File: src/rtl/imm_gen_pipe.sv
`timescale 1ns/1ps
// Registered RISC-V immediate decoder feeding a 2-entry valid/ready skid queue with a side-band tag.
// Optional macro IMM_ZICSR_EN: CSR immediate forms emit the zero-extended uimm with format 6.
module imm_gen_pipe #(
  parameter int unsigned XLEN  = 32,
  parameter int unsigned TAG_W = 32
) (
  input  logic             clock,
  input  logic             reset_n,
  input  logic             flush,
  input  logic             in_valid,
  output logic             in_ready,
  input  logic [31:0]      in_inst,
  input  logic [TAG_W-1:0] in_tag,
  output logic             out_valid,
  input  logic             out_ready,
  output logic [XLEN-1:0]  out_imm,
  output logic [2:0]       out_fmt,
  output logic             out_unknown,
  output logic [TAG_W-1:0] out_tag
);

  localparam logic [6:0] OpOpImm   = 7'b0010011;
  localparam logic [6:0] OpLoad    = 7'b0000011;
  localparam logic [6:0] OpJalr    = 7'b1100111;
  localparam logic [6:0] OpOpImm32 = 7'b0011011;
  localparam logic [6:0] OpStore   = 7'b0100011;
  localparam logic [6:0] OpBranch  = 7'b1100011;
  localparam logic [6:0] OpAuipc   = 7'b0010111;
  localparam logic [6:0] OpLui     = 7'b0110111;
  localparam logic [6:0] OpJal     = 7'b1101111;
  localparam logic [6:0] OpOp      = 7'b0110011;
  localparam logic [6:0] OpMiscMem = 7'b0001111;
  localparam logic [6:0] OpSystem  = 7'b1110011;
  localparam logic [6:0] OpOp32    = 7'b0111011;

  localparam logic [2:0] FmtNone = 3'd0;
  localparam logic [2:0] FmtI    = 3'd1;
  localparam logic [2:0] FmtS    = 3'd2;
  localparam logic [2:0] FmtB    = 3'd3;
  localparam logic [2:0] FmtU    = 3'd4;
  localparam logic [2:0] FmtJ    = 3'd5;
`ifdef IMM_ZICSR_EN
  localparam logic [2:0] FmtCsr  = 3'd6;
`endif

  localparam bit Rv64 = (XLEN == 64);

  // ---------------------------------------------------------------------------
  // Decode
  // ---------------------------------------------------------------------------
  logic [6:0]         opcode;
  logic signed [11:0] imm_i;
  logic signed [11:0] imm_s;
  logic signed [12:0] imm_b;
  logic signed [31:0] imm_u;
  logic signed [20:0] imm_j;

  assign opcode = in_inst[6:0];
  assign imm_i  = in_inst[31:20];
  assign imm_s  = {in_inst[31:25], in_inst[11:7]};
  assign imm_b  = {in_inst[31], in_inst[7], in_inst[30:25], in_inst[11:8], 1'b0};
  assign imm_u  = {in_inst[31:12], 12'b0};
  assign imm_j  = {in_inst[31], in_inst[19:12], in_inst[20], in_inst[30:21], 1'b0};

  logic [XLEN-1:0] dec_imm;
  logic [2:0]      dec_fmt;
  logic            dec_unknown;

  // Size casts of signed fields sign-extend to XLEN.
  always_comb begin
    dec_imm     = '0;
    dec_fmt     = FmtNone;
    dec_unknown = 1'b0;
    case (opcode)
      OpOpImm, OpLoad, OpJalr: begin
        dec_imm = XLEN'(imm_i);
        dec_fmt = FmtI;
      end
      OpOpImm32: begin
        if (Rv64) begin
          dec_imm = XLEN'(imm_i);
          dec_fmt = FmtI;
        end else begin
          dec_unknown = 1'b1;
        end
      end
      OpStore: begin
        dec_imm = XLEN'(imm_s);
        dec_fmt = FmtS;
      end
      OpBranch: begin
        dec_imm = XLEN'(imm_b);
        dec_fmt = FmtB;
      end
      OpAuipc, OpLui: begin
        dec_imm = XLEN'(imm_u);
        dec_fmt = FmtU;
      end
      OpJal: begin
        dec_imm = XLEN'(imm_j);
        dec_fmt = FmtJ;
      end
      OpOp, OpMiscMem: begin
        dec_fmt = FmtNone;
      end
      OpOp32: begin
        dec_unknown = !Rv64;
      end
      OpSystem: begin
`ifdef IMM_ZICSR_EN
        if (in_inst[14]) begin
          dec_imm = XLEN'(in_inst[19:15]);
          dec_fmt = FmtCsr;
        end
`endif
      end
      default: begin
        dec_unknown = 1'b1;
      end
    endcase
  end

  // ---------------------------------------------------------------------------
  // Two-entry circular queue
  // ---------------------------------------------------------------------------
  logic [XLEN-1:0]  imm_q [2];
  logic [2:0]       fmt_q [2];
  logic             unk_q [2];
  logic [TAG_W-1:0] tag_q [2];

  logic       wr_ptr_q, wr_ptr_d;
  logic       rd_ptr_q, rd_ptr_d;
  logic [1:0] count_q, count_d;
  logic       push, pop;

  assign in_ready  = reset_n & (count_q < 2'd2);
  assign out_valid = (count_q != 2'd0);
  assign push      = in_valid & in_ready & ~flush;
  assign pop       = out_valid & out_ready;

  // Flush wins over push and pop; storage keeps its contents.
  always_comb begin
    wr_ptr_d = wr_ptr_q;
    rd_ptr_d = rd_ptr_q;
    count_d  = count_q;
    if (flush) begin
      wr_ptr_d = 1'b0;
      rd_ptr_d = 1'b0;
      count_d  = 2'd0;
    end else begin
      if (push) wr_ptr_d = ~wr_ptr_q;
      if (pop)  rd_ptr_d = ~rd_ptr_q;
      case ({push, pop})
        2'b10:   count_d = count_q + 2'd1;
        2'b01:   count_d = count_q - 2'd1;
        default: count_d = count_q;
      endcase
    end
  end

  always_ff @(posedge clock) begin
    if (!reset_n) begin
      wr_ptr_q <= 1'b0;
      rd_ptr_q <= 1'b0;
      count_q  <= 2'd0;
      for (int i = 0; i < 2; i++) begin
        imm_q[i] <= '0;
        fmt_q[i] <= '0;
        unk_q[i] <= 1'b0;
        tag_q[i] <= '0;
      end
    end else begin
      wr_ptr_q <= wr_ptr_d;
      rd_ptr_q <= rd_ptr_d;
      count_q  <= count_d;
      if (push) begin
        imm_q[wr_ptr_q] <= dec_imm;
        fmt_q[wr_ptr_q] <= dec_fmt;
        unk_q[wr_ptr_q] <= dec_unknown;
        tag_q[wr_ptr_q] <= in_tag;
      end
    end
  end

  assign out_imm     = imm_q[rd_ptr_q];
  assign out_fmt     = fmt_q[rd_ptr_q];
  assign out_unknown = unk_q[rd_ptr_q];
  assign out_tag     = tag_q[rd_ptr_q];

endmodule

File: config.mk
export PLATFORM = sky130hd
export DESIGN_NAME = imm_gen_pipe
export DESIGN_NICKNAME = d
export VERILOG_FILES = /design/src/rtl/imm_gen_pipe.sv
export SDC_FILE = /design/constraint.sdc
export NUM_CORES = 1
export LEC_CHECK = 0
export CAP_MARGIN = 20
export CORE_MARGIN = 2
export CORE_UTILIZATION = 39
export CTS_CLUSTER_SIZE = 40
export DETAILED_ROUTE_END_ITERATION = 8
export SLEW_MARGIN = 20
export SYNTH_ARGS = -nofsm -noshare
export SYNTH_HDL_FRONTEND = slang
export SYNTH_SLANG_ARGS = --single-unit
File: constraint.sdc
create_clock -name clock -period 4.37 [get_ports clock]
set_clock_uncertainty 0.1 [all_clocks]
set_input_delay 0.6555 -clock clock [delete_from_list [all_inputs] [get_ports clock]]
set_output_delay 0.6555 -clock clock [all_outputs]
set_load 0.02 [all_outputs]
==> metrics <==
status complete, no violations; relative slew slack 0.3691; Crit Path Class in2reg; HP Class reg2reg; H-Tree Depth 4; Sw Ratio 0.2217; Worst Tran Pin Value 0.9463 ns; wire length on met3 582 um; CTS tree yes; filler cell count 1,465; number of global-route vias before repair 4,360; max cap viols 0; min cycle time layout 3.274 ns; Post-Route WL 14.41 mm; CP startpoint kind primary input; clock network latency to the later pin of the worst-skew pair 0.41 ns; Async SR Flop Fraction 0; final antenna-violating net count 0; Placer Congestion 0.7849; wire per inst 17.49 um; root buffer cell clkbuf_16; sequential share of the synthesized area 0.6457; Initial Utilization 0.3945; TritonCTS Buffers 17; Final #Nets 661; Starting DRT DRC Count 270; synthesized area 6449 um^2; uppermost layer routed met4; Setup Buffers After CTS 0; share of post-route cells with drive strength above 1 0.1954; VDD IR max 0.2649 mV; Layout Area Growth over Synthesis 34.71%; Clock transition at path regs 0.06 ns; initial antenna violation count 0; period utilization 0.7492; Pleak 3.523 nW; Seq cells post-synth 141; Post-Route Setup TNS 0 ns; Comb pwr share 0.099; pwr/cell area 385.3 nW/um^2; dpl cells 792; top post-synthesis cells by area edfxtp_1 (62%), mux2_2 (12%), and2_1 (4.9%); Final Hold Vio Count 0; global-route wire length before repair 22.83 mm; R2R Path End tag_q[0][2]; Worst R2R Path Depth 4; DR WL met2 7.230 mm; via/cell ratio 4.988; Core Area 16,350 um^2; DIE WIDTH 132.6 um; largest net degree at the start of global routing 69; DP HPWL 9.467 mm; reg-to-reg setup timing slack 1.51 ns; wl on met1 6.364 mm; row cnt 47; PostCTS Resize Cnt 0; CP Max Fanout 35; Critical Path End Type flop; Setup violations, final 0; grt total ovfl 0; io pins 139; Synth Instances 455; Finished Layout Cells 824; Yosys top cell area share 0.6240; Ant. Diodes 0; Arrival @ worst endpoint 3.28 ns; Die Ht 132.6 um; final slew viol count 0; Distinct cells, synth 46; NetSw 742.3 uW; Die ar. 17,580 um^2; Post-synth EDFFs 134; Clk pwr share 0.435; Seq pwr share 0.465; internal power 2.605 mW; CTS sink cnt 141; Top FF cell, synth edfxtp_1; cell taking the most area after synthesis edfxtp_1; hold_buf cts 0; 1st-pass router iterations 4; RSZ-0062 raised after global routing no; mean area per synthesized cell 14.17 um^2; CTS max path bufs 2; GRT Total Usage 0.1691; min-delay src unk_q[1]; Synth Net Count 525; via count 4,110; WP data required 4.37 ns; reg2reg start count_q[1]; input/output buffers 138; drt drc 0; Max Freq 0.3054 GHz; Hold Path Sink unk_q[1]; warning count from the yosys run 0; Hold Crit Depth 2
==> layout make-up <==
type | instances | area, um^2 | area share
Sequential cell | 141 | 4168 | 0.4798
Multi-Input combinational cell | 281 | 2180 | 0.2509
Timing Repair Buffer | 146 | 1454 | 0.1674
Clock buffer | 18 | 429.2 | 0.04940
Tap cell | 220 | 275.3 | 0.03169
Clock inverter | 14 | 166.4 | 0.01916
Inverter | 4 | 15.01 | 0.001728
==> state kept, by name, indices dropped and copies added, names as in the netlist, named ones only <==
| name | count |
|---|---|
| imm_q | 64 |
| tag_q | 64 |
| fmt_q | 6 |
| count_q | 2 |
| unk_q | 2 |
| rd_ptr_q | 1 |
| wr_ptr_q | 1 |
==> layout by cell type (no fill, tap or decap), types with 4 or more instances in the layout <==
| cell | synthesis | layout |
|---|---|---|
| a21o_1 | 39 | 39 |
| a22oi_1 | 4 | 4 |
| o21ai_0 | 4 | 4 |
| buf_4 | 0 | 7 |
| and2_1 | 50 | 50 |
| nand3_1 | 6 | 6 |
| nor2_1 | 21 | 20 |
| nor2b_1 | 6 | 6 |
| mux2_2 | 68 | 68 |
| clkbuf_16 | 0 | 17 |
| inv_1 | 4 | 4 |
| dfxtp_1 | 7 | 6 |
| a21oi_1 | 9 | 9 |
| clkdlybuf4s50_1 | 0 | 138 |
| nand2b_1 | 4 | 4 |
| edfxtp_1 | 134 | 134 |
| and3_1 | 34 | 34 |
==> worst max path at each step <==
stage,end,startpoint,depth (start not counted),slack [ns]
after CTS,tag_q[0][16],reset_n,6,1.04
after global placement,tag_q[0][11],reset_n,6,0.70
after global routing,tag_q[1][28],reset_n,6,0.86
after floorplan,fmt_q[0][0],in_valid,5,1.01
final,tag_q[0][2],reset_n,6,1.10
after detailed placement,tag_q[0][6],reset_n,6,0.60
==> metrics by stage <==
step	utilization	area [um^2]	total power, mW	setup slack [ns]	hold slack (ns)
final	0.5314	8687	3.347	1.096	0.3915
after CTS	0.5314	8687	3.370	1.041	0.3923
after detailed placement	0.4949	8092	1.922	0.5979	0.3784
after floorplan	-	6449	1.735	1.008	0.3472
after global placement	0.4949	8092	1.917	0.6956	0.3657
after global routing	0.5314	8687	3.459	0.8569	0.4243
==> synth_stat cells, drive strengths merged (2+ instances only) <==
library cell and number:
clkbuf 20, o21ai 5, and3 34, a22oi 4, and2 50, buf 9
nand2b 4, mux2 68, inv 4, nand3 7, a211oi 3, nand2 4
nand4b 2, nor2 21, edfxtp 134, xnor2 3, a21oi 9, nor2b 6
a21o 39, nor3 2, dfxtp 7
==> worst max-delay path: stages <==
cell and delay, ns:
clkdlybuf4s50_1 0.45, buf_4 0.17, nor4bb_4 0.56, nand2b_1 0.53, nand2_4 0.58, buf_12 0.29
==> per-layer routing <==
metal | vias to the layer above | track usage
met4 | 0 | 0.06272
met5 | - | 0
met2 | 98 | 0.2809
met3 | 14 | 0.04100
li1 | 1974 | -
met1 | 2024 | 0.2155
==> logic make-up after synthesis <==
logic type	Yosys count	share of synthesized area
fa+ha+maj	1	0.001940
xor+xnor	4	0.005434
mux	68	0.1187
buf+inv	33	0.02134
simple gates	141	0.1321
flops	141	0.6457
compound gates	67	0.07470
==> power by group through the flow <==
stage / combinational, mW / sequential [mW] / clock, mW
after floorplan: 0.154 / 1.58 / 0
after global placement: 0.333 / 1.58 / 0
after detailed placement: 0.335 / 1.59 / 0
after CTS: 0.337 / 1.56 / 1.48
after global routing: 0.353 / 1.56 / 1.54
final: 0.332 / 1.56 / 1.46
No activity file was read; power rests on OpenSTA's default activity.
